[src/rtl/stream_pkg.sv]
// Shared stream-side types: output beat, controller status and the receive FSM states.
// Also used by the tx side, so the field widths are fixed here rather than per instance.
package stream_pkg;

    localparam int STREAM_DATA_W  = 32;
    localparam int STREAM_LEVEL_W = 8;

    typedef enum logic [1:0] {
        IDLE,
        ACTIVE,
        DROP
    } rx_state_e;

    typedef struct packed {
        logic                     valid;
        logic                     last;
        logic [STREAM_DATA_W-1:0] data;
    } STREAM_BEAT;

    typedef struct packed {
        logic                      valid;
        logic                      frame_done;
        logic                      len_err;
        logic                      drop;
        logic [STREAM_LEVEL_W-1:0] level;
    } RX_STATUS;

endpackage

[src/rtl/stream_slave_fifo_if.sv]
// AXI4-Stream beat bundle; the sink owns tready, the source owns everything else.
interface stream_slave_fifo_if #(
    parameter int DATA_W = 32
);
    logic [DATA_W-1:0]   tdata;
    logic [DATA_W/8-1:0] tstrb;
    logic                tlast;
    logic                tvalid;
    logic                tready;

    modport master (output tdata, tstrb, tlast, tvalid, input tready);
    modport slave  (input tdata, tstrb, tlast, tvalid, output tready);
endinterface

[src/rtl/stream_fifo.sv]
// Synchronous FIFO with registered pointers and fill level; read data is mem[rd_ptr], no bypass.
// The caller must not push when full nor pop when empty.
module stream_fifo #(
    parameter  int WIDTH = 33,
    parameter  int DEPTH = 16,
    localparam int PTR_W = $clog2(DEPTH),
    localparam int LVL_W = $clog2(DEPTH + 1)
) (
    input  logic             clk,
    input  logic             rst_n,
    input  logic             push,
    input  logic [WIDTH-1:0] push_dat,
    input  logic             pop,
    output logic [WIDTH-1:0] pop_dat,
    output logic             full,
    output logic             empty,
    output logic [LVL_W-1:0] level
);
    logic [WIDTH-1:0] mem [DEPTH];
    logic [PTR_W-1:0] wr_ptr;
    logic [PTR_W-1:0] rd_ptr;

    // Storage carries no reset; validity is tracked solely by the pointers.
    always_ff @(posedge clk) begin
        if (push) mem[wr_ptr] <= push_dat;
    end

    always_ff @(posedge clk) begin
        if (!rst_n) begin
            wr_ptr <= '0;
            rd_ptr <= '0;
            level  <= '0;
        end else begin
            if (push) wr_ptr <= wr_ptr + PTR_W'(1);
            if (pop)  rd_ptr <= rd_ptr + PTR_W'(1);
            case ({push, pop})
                2'b10:   level <= level + LVL_W'(1);
                2'b01:   level <= level - LVL_W'(1);
                default: level <= level;
            endcase
        end
    end

    assign pop_dat = mem[rd_ptr];
    assign full    = (level == LVL_W'(DEPTH));
    assign empty   = (level == '0);
endmodule

[src/rtl/stream_slave_fifo.sv]
// FFT input sink: TSTRB byte masking, frame-length FSM and output register around stream_fifo.
// Accept-to-data_out latency 2 cycles minimum; tready is registered and low only while the FIFO is full.
module stream_slave_fifo
    import stream_pkg::*;
#(
    parameter int C_S_AXIS_TDATA_WIDTH = STREAM_DATA_W,
    parameter int FIFO_DEPTH           = 16,
    parameter int FRAME_LEN            = 64
) (
    input  logic               S_AXIS_ACLK,
    input  logic               S_AXIS_ARESETN,
    stream_slave_fifo_if.slave s_axis,
    input  logic               is_ready,
    output STREAM_BEAT         data_out,
    output RX_STATUS           rx_to_cont
);
    localparam int LEN_W  = $clog2(FRAME_LEN + 1);
    localparam int LVL_W  = $clog2(FIFO_DEPTH + 1);
    localparam int STRB_W = C_S_AXIS_TDATA_WIDTH / 8;
    localparam int FW     = C_S_AXIS_TDATA_WIDTH + 1;

    rx_state_e                 state, state_nxt;
    logic [LEN_W-1:0]          beat_cnt, beat_cnt_nxt, beat_cnt_inc;
    logic                      acc, push, push_last, len_err_nxt, drop_nxt;
    logic [C_S_AXIS_TDATA_WIDTH-1:0] masked;
    logic                      fifo_push, fifo_pop, fifo_full, fifo_empty;
    logic [FW-1:0]             fifo_rd_dat;
    logic [LVL_W-1:0]          fifo_level, level_nxt;
    logic                      tready_q, len_err_q, drop_q;
    STREAM_BEAT                out_q;

    assign acc           = s_axis.tvalid && tready_q;
    assign s_axis.tready = tready_q;
    assign beat_cnt_inc  = beat_cnt + LEN_W'(1);

    always_comb begin
        masked = '0;
        for (int i = 0; i < STRB_W; i++) begin
            masked[8*i +: 8] = s_axis.tstrb[i] ? s_axis.tdata[8*i +: 8] : 8'h00;
        end
    end

    always_comb begin
        state_nxt    = state;
        beat_cnt_nxt = beat_cnt;
        push         = 1'b0;
        push_last    = 1'b0;
        len_err_nxt  = 1'b0;
        drop_nxt     = 1'b0;
        unique case (state)
            IDLE: if (acc) begin
                push = 1'b1;
                if (s_axis.tlast) begin
                    // A one-beat frame is always short (FRAME_LEN >= 2).
                    push_last    = 1'b1;
                    len_err_nxt  = 1'b1;
                    beat_cnt_nxt = '0;
                end else begin
                    beat_cnt_nxt = LEN_W'(1);
                    state_nxt    = ACTIVE;
                end
            end
            ACTIVE: if (acc) begin
                push = 1'b1;
                if (s_axis.tlast) begin
                    push_last    = 1'b1;
                    len_err_nxt  = (beat_cnt_inc != LEN_W'(FRAME_LEN));
                    beat_cnt_nxt = '0;
                    state_nxt    = IDLE;
                end else if (beat_cnt_inc == LEN_W'(FRAME_LEN)) begin
                    // Close the frame for the core and discard the overrun up to TLAST.
                    push_last    = 1'b1;
                    len_err_nxt  = 1'b1;
                    beat_cnt_nxt = '0;
                    state_nxt    = DROP;
                end else begin
                    beat_cnt_nxt = beat_cnt_inc;
                end
            end
            DROP: if (acc) begin
                drop_nxt = 1'b1;
                if (s_axis.tlast) state_nxt = IDLE;
            end
            default: state_nxt = IDLE;
        endcase
    end

    always_ff @(posedge S_AXIS_ACLK) begin
        if (!S_AXIS_ARESETN) begin
            state    <= IDLE;
            beat_cnt <= '0;
        end else begin
            state    <= state_nxt;
            beat_cnt <= beat_cnt_nxt;
        end
    end

    assign fifo_push = push && !fifo_full;
    assign fifo_pop  = is_ready && !fifo_empty;
    assign level_nxt = fifo_level + LVL_W'(fifo_push) - LVL_W'(fifo_pop);

    stream_fifo #(
        .WIDTH (FW),
        .DEPTH (FIFO_DEPTH)
    ) u_fifo (
        .clk      (S_AXIS_ACLK),
        .rst_n    (S_AXIS_ARESETN),
        .push     (fifo_push),
        .push_dat ({push_last, masked}),
        .pop      (fifo_pop),
        .pop_dat  (fifo_rd_dat),
        .full     (fifo_full),
        .empty    (fifo_empty),
        .level    (fifo_level)
    );

    // tready looks one cycle ahead so it drops in the same edge the last free slot fills.
    always_ff @(posedge S_AXIS_ACLK) begin
        if (!S_AXIS_ARESETN) begin
            tready_q  <= 1'b0;
            len_err_q <= 1'b0;
            drop_q    <= 1'b0;
            out_q     <= '0;
        end else begin
            tready_q  <= (level_nxt != LVL_W'(FIFO_DEPTH));
            len_err_q <= len_err_nxt;
            drop_q    <= drop_nxt;
            if (fifo_pop) begin
                out_q.valid <= 1'b1;
                out_q.last  <= fifo_rd_dat[FW-1];
                out_q.data  <= STREAM_DATA_W'(fifo_rd_dat[C_S_AXIS_TDATA_WIDTH-1:0]);
            end else begin
                out_q <= '0;
            end
        end
    end

    assign data_out   = out_q;
    assign rx_to_cont = '{valid:      out_q.valid,
                          frame_done: out_q.valid && out_q.last,
                          len_err:    len_err_q,
                          drop:       drop_q,
                          level:      STREAM_LEVEL_W'(fifo_level)};
endmodule
[src/flat_wrapper.sv]
// flat-port wrapper written by rule: the top's interface ports become plain ports
module stream_slave_fifo_flat import stream_pkg::*;
#(
    parameter int C_S_AXIS_TDATA_WIDTH = STREAM_DATA_W,
    parameter int FIFO_DEPTH           = 16,
    parameter int FRAME_LEN            = 64
)
  (S_AXIS_ACLK, S_AXIS_ARESETN, is_ready, data_out, rx_to_cont, s_axis_tdata, s_axis_tstrb, s_axis_tlast, s_axis_tvalid, s_axis_tready);
  stream_slave_fifo_if s_axis_i ();
  input  logic S_AXIS_ACLK;
  input  logic S_AXIS_ARESETN;
  input  logic is_ready;
  output STREAM_BEAT data_out;
  output RX_STATUS rx_to_cont;
  input wire logic [$bits(s_axis_i.tdata)-1:0] s_axis_tdata;
  input wire logic [$bits(s_axis_i.tstrb)-1:0] s_axis_tstrb;
  input wire logic [$bits(s_axis_i.tlast)-1:0] s_axis_tlast;
  input wire logic [$bits(s_axis_i.tvalid)-1:0] s_axis_tvalid;
  output wire logic [$bits(s_axis_i.tready)-1:0] s_axis_tready;
  assign s_axis_i.tdata = s_axis_tdata;
  assign s_axis_i.tstrb = s_axis_tstrb;
  assign s_axis_i.tlast = s_axis_tlast;
  assign s_axis_i.tvalid = s_axis_tvalid;
  assign s_axis_tready = s_axis_i.tready;
  stream_slave_fifo #(.C_S_AXIS_TDATA_WIDTH(C_S_AXIS_TDATA_WIDTH), .FIFO_DEPTH(FIFO_DEPTH), .FRAME_LEN(FRAME_LEN)) u_core (.S_AXIS_ACLK(S_AXIS_ACLK), .S_AXIS_ARESETN(S_AXIS_ARESETN), .s_axis(s_axis_i), .is_ready(is_ready), .data_out(data_out), .rx_to_cont(rx_to_cont));
endmodule
[config.mk]
export PLATFORM = sky130hd
export DESIGN_NAME = stream_slave_fifo_flat
export DESIGN_NICKNAME = d
export VERILOG_FILES = /design/src/rtl/stream_pkg.sv /design/src/rtl/stream_slave_fifo_if.sv /design/src/rtl/stream_fifo.sv /design/src/rtl/stream_slave_fifo.sv /design/src/flat_wrapper.sv
export SDC_FILE = /design/constraint.sdc
export NUM_CORES = 1
export LEC_CHECK = 0
export CAP_MARGIN = 0
export CORE_MARGIN = 1.5
export CORE_UTILIZATION = 65
export CTS_CLUSTER_DIAMETER = 120
export DETAILED_ROUTE_END_ITERATION = 16
export GPL_TIMING_DRIVEN = 0
export PLACE_DENSITY_LB_ADDON = 0.3
export SETUP_SLACK_MARGIN = 0.15
export SYNTH_ARGS = -nofsm -noshare
export SYNTH_HDL_FRONTEND = slang
export SYNTH_HIERARCHICAL = 1
export SYNTH_SLANG_ARGS = --single-unit
[constraint.sdc]
create_clock -name S_AXIS_ACLK -period 5.9 [get_ports S_AXIS_ACLK]
set_input_delay 1.18 -clock S_AXIS_ACLK [delete_from_list [all_inputs] [get_ports S_AXIS_ACLK]]
set_output_delay 1.18 -clock S_AXIS_ACLK [all_outputs]
set_load 0.005 [all_outputs]
# Word-level counts from Yosys, hierarchy flattened
# Memories as Yosys holds them, arrays and structs flattened. A register that Yosys moved wholly into a read port is not among the register bits.
# Cells that the tools add are included.
classes:
  addsub: 7
  n_div: 0
  order_cmp: 0
  muxes: 35
  n_eq_ne: 14
  n_bitwise: 0
  n_mul: 0
  shift: 0
  n_reduce_logical: 15
ops:
  columns: ["op", "count"]
  rows:
  - ["two-way mux 34 bit", 1]
  - ["two-way mux 8 bit", 4]
  - ["two-way mux 7 bit", 4]
  - ["two-way mux 2 bit", 7]
  - ["one-hot mux 7 bit (2 select lines)", 1]
  - ["two-way mux 1 bit", 12]
  - ["one-hot mux 5 bit (2 select lines)", 1]
  - ["adder 4 x 1 -> 4 bit, second input constant", 2]
  - ["two-way mux 4 bit", 2]
  - ["adder 7 x 1 -> 7 bit, second input constant", 1]
  - ["equality test 7 bit, second input constant", 1]
  - ["!= test 7 bit, second input constant", 1]
  - ["!= test 2 x 1 -> 1 bit, second input constant", 3]
  - ["one-hot mux 2 bit (3 select lines)", 1]
  - ["AND reduction 6 bit", 1]
  - ["adder 5 x 1 -> 5 bit", 1]
  - ["adder 5 x 1 -> 5 bit, second input constant", 1]
  - ["equality test 5 bit, second input constant", 1]
  - ["logical NOT 5 bit", 1]
  - ["!= test 5 bit, second input constant", 1]
  - ["subtractor 5 x 1 -> 5 bit", 1]
  - ["subtractor 5 x 1 -> 5 bit, second input constant", 1]
  - ["equality test 2 x 1 -> 1 bit, second input constant", 2]
  - ["equality test 2 bit, second input constant", 2]
  - ["other kinds (10)", 18]
totals:
  mem_count: 1
  romBits: 0
  output_inout_bits: 47
  ff_bits: 59
  input_bits: 41
  mem_bits_rw: 528
  wordCells: 83
  latchBits: 0
memory_table:
  columns: ["name", "words", "width", "rd", "rd_clocked_by_memory_dff", "wr", "line_no", "rtl"]
  rows:
  - ["u_core.u_fifo.mem", 16, 33, 1, 1, 1, "stream_fifo.sv:19", "logic [WIDTH-1:0] mem [DEPTH];"]

# Depth between registers and ports, before layout
# Gate-level depths: netlist (run 1).
logic_depth:
  ltp_word: 7
  depth_mapped: 12

# Hierarchy
# The synthesis (run 1) kept the hierarchy.
by_module_without_submodules:
  columns: ["mod", "area_per_inst_um2", "seq_area_each_um2", "cells_per_inst", "instances"]
  rows:
  - ["stream_fifo", 20724.9, 16195.5, 921, 1]
  - ["stream_slave_fifo", 1993.2, 920.9, 214, 1]

# Worst setup path after synthesis (run 1)
# Ideal clock, no wire load.
synth_timing:
  path_type: "in2reg"
  startpoint: "in s_axis_tvalid"
  endpoint: "reg u_core.u_fifo.level[4]"
  path_stages: 11
  t_required_ps: 5836
  t_arrival_ps: 3498
  path_buffers: 1
  setup_ps: 64
  path_slack_ps: 2338
  cell_sequence: "nand3_1 -> nor2_1 -> clkbuf_1 -> inv_1 -> ha_1 -> xor2_1 -> ha_1 -> a21oi_1 -> a221oi_1 -> or4b_2 -> nand4_1"
synth_between:
  elab_chain_len: 6
  word_cells_on_any_way: 8
synth_rtl:
  columns: ["item", "line_no", "rtl"]
  rows:
  - ["from (decl)", "flat_wrapper.sv:18", "input wire logic [$bits(s_axis_i.tvalid)-1:0] s_axis_tvalid;"]
  - ["logical AND 1 bit *", "stream_slave_fifo.sv:32", "assign acc = s_axis.tvalid && tready_q;"]
  - ["two-way mux 1 bit *", "stream_slave_fifo.sv:51, stream_slave_fifo.sv:63", null]
  - ["two-way mux 1 bit *", null, null]
  - ["logical AND 1 bit *", "stream_slave_fifo.sv:98", "assign fifo_push = push && !fifo_full;"]
  - ["via u_core.fifo_push", "stream_slave_fifo.sv:26", "logic fifo_push, fifo_pop, fifo_full, fifo_empty;"]
  - ["equality test 2 x 1 -> 1 bit / equality test 2 bit (equally long branches)", "stream_fifo.sv:36", "case ({push, pop})"]
  - ["one-hot mux 5 bit (2 select lines) / nonzero test 2 bit (equally long branches)", null, null]
  - ["to (signal assigned)", "stream_fifo.sv:37", "2'b10: level <= level + LVL_W'(1);"]
  - ["to (signal assigned)", "stream_fifo.sv:38", "2'b01: level <= level - LVL_W'(1);"]
  - ["to (signal assigned)", "stream_fifo.sv:39", "default: level <= level;"]
  - ["to (decl)", "stream_fifo.sv:17", "output logic [LVL_W-1:0] level"]
# The timed path passes the listed nets; every way through them passes the cells marked *.
# A chain may end at the register's enable or synchronous reset.

# Final worst setup path (run 1)
layout_timing:
  startpoint: "in is_ready"
  endpoint: "reg u_core.u_fifo.level[4]"
layout_between:
  elab_chain_len: 3
  word_cells_on_any_way: 5
layout_rtl:
  columns: ["item", "line_no", "rtl"]
  rows:
  - ["from (decl)", "flat_wrapper.sv:12", "input logic is_ready;"]
  - ["logical AND 1 bit *", "stream_slave_fifo.sv:99", "assign fifo_pop = is_ready && !fifo_empty;"]
  - ["via u_core.fifo_pop", "stream_slave_fifo.sv:26", null]
  - ["equality test 2 x 1 -> 1 bit / equality test 2 bit (equally long branches)", "stream_fifo.sv:36", null]
  - ["one-hot mux 5 bit (2 select lines) / nonzero test 2 bit (equally long branches)", null, null]
# Marks and branches as above.

==> key figures, run 1 <==
Status
  – Outcome: finished clean

Synthesis
  – Asr flop ratio synth: 0%
  – Seq cells post-synth: 591
  – Cell area after synthesis: 22720 µm²
  – Yosys synthesis warning count: 6
  – Syn avg cell area: 20.02 µm²
  – Yosys cell types: 51
  – Count leader, synth: edfxtp_1
  – Largest area contributor in the netlist: edfxtp_1
  – EDFF count, synth: 528
  – Synth top area cells: edfxtp_1 70%, mux4_2 13%, dfxtp_1 5.6%
  – Synth top cells by count: 528 x edfxtp_1, 132 x mux4_2, 68 x a22oi_1, 63 x dfxtp_1, 59 x and2_1
  – Synth top area share: 69.79%
  – Seq/Total Area, Yosys: 75.34%
  – Ys flop type: edfxtp_1
  – Syn Inst Count: 1135

CTS
  – Clock insertion delay at the later pin of the skew report: 0.58 ns
  – Clock root cell: clkbuf_16
  – Total CTS buffers: 55
  – # resized after CTS: 0
  – H-tree Lvls: 2
  – # hold bufs at CTS: 0
  – Clock Tree Buf Depth: 3
  – Clock slew at reported path FFs: 0.05 ns
  – CTS tree: done
  – Post-CTS setup buffer count: 0
  – Clock sink total: 591

GRT
  – Initial antenna violation count: 1
  – Total Routing Usage GR: 30.38%
  – Largest net degree at the start of global routing: 27
  – First-pass GRT wire length: 77820 µm
  – Remaining Overflow, GRT: 0
  – Vias in the first global route: 12370

STA
  – Post-route clock period utilization: 80.72%
  – RSZ-0062 raised after global routing: no
  – Fmax: 210.0 MHz
  – Max transition margin: 25.22%
  – Slew Viols, Final: 0
  – Hold Fails Final Rpt: 0
  – Setup violators final: 0
  – Fin Setup TNS: 0 ns
  – Worst slew pin tran: 1.122 ns
  – Clock Skews: 0.01587 ns
  – Min Tclk post-route: 4.762 ns
  – Final Worst Setup Slack: 1.138 ns

Finish
  – Layout area overhead: 15.27%
  – Non-Filler Instances: 1794
  – Layout cells sized above 1: 20.18%
  – Final net count: 1351
  – # fillers: 1835

Floorplan
  – Horiz. Die Dim: 190.0 µm
  – Io pins: 88
  – Rows: 68
  – Initial Utilization: 65.93%
  – Die ar.: 36080 µm²
  – Core Box Area: 34460 µm²
  – Die H: 190.0 µm

Drt
  – Final wirelength: 53270 µm
  – DR DRC count: 0
  – Via Count: 12050
  – TritonRoute pass-1 iters: 5
  – Iteration-0 DRC count of the detailed router: 1283
  – Final ANT Viol Nets: 0
  – Wire per inst: 29.70 µm
  – DR vias/cell: 6.718

Critical path
  – Max stage delay on crit path: 0.90 ns
  – Crit path max-delay cell type: clkbuf_1
  – Delay-heaviest family, CP: simple AND/OR/NAND/NOR gates
  – Buf+Inv Stages, Crit Path: 2
  – Max FO, Critical Path: 16
  – Critical path cell sequence: clkdlybuf4s50_1, nor2b_1, clkbuf_1, ha_1, xor2_1, ha_1, a21oi_1, a221oi_1, or4b_2, nand4_1
  – Crit Path Class: in2reg
  – Kind of end point of the critical path: flop
  – Worst Path Required: 6.41 ns
  – CP startpoint kind: input pin
  – Crit-path most repeated cell: ha_1
  – CP arrival: 5.27 ns

Placement
  – HPWL after detailed placement: 29400 µm
  – PortBufs: 83
  – Placement Setup Slack: 0.7597 ns
  – Gpl congestion: 0.7808
  – Placed insts: 1691

Flow run
  – Max Cap Violations: 0

Worst hold path
  – Min-delay worst type: reg2reg

Power
  – Worst VDD drop: 0.0002562 V
  – P per Cell Area: 384.5 nW/µm²
  – Tot Pwr: 10070 µW
  – Lkg Pwr: 0.008582 µW
-- state kept, by name, indices dropped and copies added, names as in the netlist, named ones only --
name and count:
u_core/drop_q 1, u_core/u_fifo/wr_ptr 4, u_core/u_fifo/mem 528, u_core/beat_cnt 7
u_core/len_err_q 1, u_core/data_out 34, u_core/u_fifo/level 5, u_core/s_axis.tready 1
u_core/state 2, u_core/u_fifo/rd_ptr 4
-- logic make-up (layout without fill, tap and decap cells) --
logic type	after synthesis	count (layout)	share of synthesized area, %
multiplexers	136	136	13.26
flip-flops	591	591	75.34
adder cells (fa/ha/maj)	17	17	0.9693
buffers and inverters	79	280	1.751
other	1	4	0.01651
AND/OR/NAND/NOR	197	197	4.913
AO/OA/AOI/OAI	99	99	3.167
XOR/XNOR	15	15	0.5783
-- final cells by class --
| class | instances | area [µm²] | area share, % |
|---|---|---|---|
| antenna | 1 | 2.502 | 0.009556 |
| multi-input combinational | 467 | 5236 | 20.00 |
| buffer | 64 | 341.6 | 1.304 |
| tap | 455 | 569.3 | 2.174 |
| clock buffer | 87 | 1599 | 6.106 |
| timing repair buffer | 99 | 1174 | 4.482 |
| clock inverter | 15 | 91.34 | 0.3488 |
| sequential | 591 | 17120 | 65.36 |
| inverter | 15 | 56.30 | 0.2150 |
-- power by group --
| part | leakage, µW | internal [µW] | switching (µW) | total [µW] |
|---|---|---|---|---|
| sequential | 0.00534 | 4740 | 87.1 | 4830 |
| combinational | 0.00241 | 909 | 1000 | 1910 |
| clock | 0.000828 | 1860 | 1470 | 3330 |
| total | 0.00858 | 7510 | 2560 | 10100 |
-- worst paths after layout --
kind	cells after the start	start	endpoint	slack, ns
worst min register to register	2	u_core/beat_cnt[5]	u_core/beat_cnt[5]	0.50
worst max register to register	11	u_core/u_fifo/level[1]	u_core/u_fifo/level[4]	1.45
worst max-delay path	10	is_ready	u_core/u_fifo/level[4]	1.14
worst min-delay path	2	u_core/beat_cnt[5]	u_core/beat_cnt[5]	0.50
-- metrics by stage --
stage          hold slack [ns]  cell area [µm²]  util [%]
2_1_floorplan           0.4636            22730         -
5_1_grt                 0.5329            26180     75.99
6_report                0.5035            26190     75.99
3_3_place_gp            0.4733            24130     70.01
4_1_cts                 0.5071            26180     75.97
3_5_place_dp            0.4950            24490     71.07
-- placed cells by master (no fill, tap or decap), types with 4 or more instances in the layout --
cell | Yosys | final
clkdlybuf4s50_1 | 0 | 83
and3_1 | 34 | 34
buf_12 | 0 | 13
buf_1 | 4 | 4
and2_1 | 59 | 43
and2_2 | 0 | 16
edfxtp_1 | 528 | 528
clkbuf_8 | 0 | 6
clkinv_2 | 0 | 7
xor2_1 | 6 | 6
clkbuf_16 | 0 | 57
mux2i_1 | 4 | 4
mux4_2 | 132 | 132
a22oi_1 | 68 | 68
nor3_1 | 4 | 4
buf_2 | 12 | 12
buf_6 | 8 | 8
nor3b_1 | 6 | 6
o21ai_0 | 4 | 4
nor2_1 | 13 | 13
nand4_1 | 6 | 6
clkinv_1 | 0 | 5
dfxtp_1 | 63 | 63
xnor2_1 | 9 | 9
ha_1 | 16 | 16
o21a_1 | 4 | 4
nand3_1 | 10 | 10
inv_1 | 15 | 15
buf_4 | 7 | 7
a21oi_1 | 8 | 8
nor2b_1 | 6 | 6
nand2_1 | 44 | 44
clkbuf_1 | 33 | 57
-- layer usage --
metal | global-route usage [%] | routed length (µm) | vias up
met4 | 11.90 | 1969 | 0
met5 | 0 | 0 | -
met1 | 40.16 | 19000 | 6164
li1 | - | - | 4929
met2 | 51.53 | 27060 | 809
met3 | 4.685 | 5247 | 150
-- worst min-delay path: cells and delay by family, from the launching register on --
kind / cells / cell delay (ns)
AOI/OAI and AO/OA: 1 / 0.06
DFF: 1 / 0.33
and+or+nand+nor: 1 / 0.06
(Power assumes the default switching activity.)
==> run 2, diff against run 1 <==
- CORE_UTILIZATION: 65 -> 60
- clock period: 5.9 -> 4.9 ns (I/O delays scaled with it)
==> run 2 against run 1 <==
Compared with the run above: sequential share of layout area decreased by 0.47 points; sequential power increased by 20%; clock-buffer cell count decreased by 11; largest cell class unchanged; critical path type unchanged; cell count increased by 3.1%.
==> key figures, run 2 (synthesis gave the netlist of run 1 again) <==
CTS
  – Clock root cell: clkbuf_16 (unchanged)
  – # hold bufs at CTS: 0 (unchanged)
  – H-tree Lvls: 2 (unchanged)
  – Clock sink total: 591 (unchanged)
  – Clock slew at reported path FFs: 0.06 ns (was 0.05 ns)
  – Clock insertion delay at the later pin of the skew report: 0.58 ns (about the same)
  – # resized after CTS: 0 (unchanged)
  – CTS tree: done (unchanged)
  – Post-CTS setup buffer count: 0 (unchanged)
  – Clock Tree Buf Depth: 3 (unchanged)
  – Total CTS buffers: 55 (unchanged)

Finish
  – Biggest register: u_core/u_fifo/mem (unchanged)
  – Final instance area: 26380 µm² (was 26190 µm²)
  – Layout cells sized above 1: 21.21% (was 20.18%)
  – # fillers: 2244 (was 1835)
  – Max reg flops: 528 (unchanged)
  – Most common cell after layout, fill and taps aside: edfxtp_1 (unchanged)
  – Layout area overhead: 16.10% (was 15.27%)
  – Multi-input logic area: 5239 µm² (was 5236 µm²)
  – # diodes: 0 (was 1)
  – Commonest cells after routing, fill and taps aside: 528 x edfxtp_1, 132 x mux4_2, 83 x clkdlybuf4s50_1 (unchanged)
  – Register Area: 17120 µm² (unchanged)
  – Final net count: 1351 (unchanged)

Critical path
  – Critical Path Start: is_ready (unchanged)
  – Crit Path Class: in2reg (unchanged)
  – R2R Setup Slk: 0.78 ns (was 1.45 ns)
  – Max FO, Critical Path: 16 (unchanged)
  – CP startpoint kind: input pin (unchanged)
  – Worst reg2reg startpoint: u_core/u_fifo/level[2] (was u_core/u_fifo/level[1])
  – RR Endpoint: u_core/u_fifo/level[4] (unchanged)
  – Crit path capture: u_core/u_fifo/level[4] (unchanged)
  – Kind of end point of the critical path: flop (unchanged)
  – Reg2reg path depth: 11 (unchanged)
  – CP arrival: 4.76 ns (was 5.27 ns)
  – Worst Path Required: 5.42 ns (was 6.41 ns)

Drt
  – Via Count: 11660 (was 12050)
  – Wire per inst: 26.84 µm (was 29.70 µm)
  – Final wirelength: 49660 µm (was 53270 µm)
  – TritonRoute pass-1 iters: 5 (unchanged)
  – DR DRC count: 0 (unchanged)
  – DR vias/cell: 6.301 (was 6.718)
  – Final ANT Viol Nets: 0 (unchanged)
  – Iteration-0 DRC count of the detailed router: 1186 (was 1283)

Floorplan
  – Rows: 71 (was 68)
  – Core Box Area: 37490 µm² (was 34460 µm²)
  – Die H: 197.6 µm (was 190.0 µm)
  – Initial Utilization: 60.60% (was 65.93%)
  – Die ar.: 39040 µm² (was 36080 µm²)
  – Horiz. Die Dim: 197.6 µm (was 190.0 µm)
  – Io pins: 88 (unchanged)

Flow run
  – Max Cap Violations: 0 (unchanged)

Power
  – P per Cell Area: 461.2 nW/µm² (was 384.5 nW/µm²)
  – Clock Power Share: 33.9% (was 33.1%)
  – Sequential Power Share: 47.7% (was 47.9%)
  – Internal power: 9162 µW (was 7507 µW)
  – Net Switching: 3003 µW (was 2561 µW)
  – Sw frac: 24.68% (was 25.43%)
  – Tot Pwr: 12170 µW (was 10070 µW)
  – Worst VDD drop: 0.0002892 V (was 0.0002562 V)
  – Combinational share of power: 18.4% (was 19.0%)
  – Lkg Pwr: 0.008653 µW (was 0.008582 µW)

STA
  – RSZ-0062 raised after global routing: no (unchanged)
  – Hold Fails Final Rpt: 0 (unchanged)
  – Setup violators final: 0 (unchanged)
  – Max transition margin: 29.54% (was 25.22%)
  – Worst slew pin tran: 1.057 ns (was 1.122 ns)
  – Min Tclk post-route: 4.244 ns
  – Post-route clock period utilization: 86.62%
  – Slew Viols, Final: 0 (unchanged)
  – Hold Slack: 0.5030 ns (was 0.5035 ns)
  – Clock Skews: 0.01397 ns (was 0.01587 ns)
  – Fmax: 235.6 MHz

Worst hold path
  – Min-delay worst type: reg2reg (unchanged)

GRT
  – Initial antenna violation count: 0 (was 1)
  – Vias in the first global route: 11810 (was 12370)
  – Remaining Overflow, GRT: 0 (unchanged)
  – First-pass GRT wire length: 73880 µm (was 77820 µm)
  – Total Routing Usage GR: 26.48% (was 30.38%)
  – Largest net degree at the start of global routing: 26 (was 27)

Placement
  – HPWL after detailed placement: 29630 µm (was 29400 µm)
  – DP Area: 24600 µm² (was 24490 µm²)
  – PortBufs: 83 (unchanged)
  – Gpl congestion: 0.7485 (was 0.7808)

Status
  – Outcome: finished clean (unchanged)
-- run 2: cell types whose count changed in the layout (fill, tap and decap cells not counted), moves of 2 or more --
cell / delta
clkbuf_1: -14
clkinv_2: +8
buf_12: -5
buf_16: +5
clkbuf_8: +3
bufinv_16: +2
clkinv_1: +2
clkinvlp_4: +2
-- run 2: critical path: stages --
cell	delay, ns
clkdlybuf4s50_1	0.48
nor2b_2	0.58
clkbuf_1	0.85
ha_1	0.47
xor2_1	0.11
ha_1	0.21
a21oi_1	0.20
a221oi_1	0.15
or4b_2	0.64
nand4_1	0.09
-- run 2: layout make-up --
type	instances	share of cell area [%]
sequential	591	64.89
multi-input combinational	467	19.86
timing repair buffer	99	4.592
clock inverter	27	0.7021
clock buffer	76	6.020
inverter	15	0.2135
buffer	64	1.295
tap	511	2.424
-- run 2: per-stage QoR --
| stage | utilization [%] | std cells | TNS, ns | worst slack [ns] |
|---|---|---|---|---|
| after global routing | 70.36 | 1850 | 0 | 0.4630 |
| after global placement | 64.54 | 1731 | -20.26 | -0.09462 |
| after CTS | 70.35 | 1850 | 0 | 0.3800 |
| after floorplan | - | 1137 | 0 | 1.538 |
| after detailed placement | 65.62 | 1747 | -0.1507 | -0.1507 |
| final | 70.36 | 1850 | 0 | 0.6556 |
-- run 2: routing by layer --
metal	global-route usage, %	share of wire (%)	up-vias
met2	45.07	51	595
met3	4.439	8.1	84
met5	0	0	-
met4	6.955	2.0	0
met1	36.01	38	6044
li1	-	-	4933
-- run 2: power groups by stage --
stage,clock network [µW],logic [µW],registers (µW)
CTS,4180,2250,5800
finish,4130,2240,5800
global placement,0,2150,5900
global route,4370,2420,5820
detailed placement,0,2220,5910
floorplan,0,1510,5890
-- run 2: worst min-delay path by stage --
stage	from	end	slack, ns	cells past startpoint
after floorplan	u_core/beat_cnt[5]	u_core/beat_cnt[5]	0.46	2
after global placement	u_core/beat_cnt[5]	u_core/beat_cnt[5]	0.47	2
after detailed placement	u_core/beat_cnt[5]	u_core/beat_cnt[5]	0.49	2
after CTS	u_core/beat_cnt[5]	u_core/beat_cnt[5]	0.50	2
after global routing	u_core/beat_cnt[5]	u_core/beat_cnt[5]	0.53	2
final	u_core/beat_cnt[5]	u_core/beat_cnt[5]	0.50	2
==> run 3, diff against run 2 <==
- GPL_ROUTABILITY_DRIVEN: default -> 0
==> results of run 3 <==
Same layout as run 2: the final DEF is identical, and so are final timing and power.
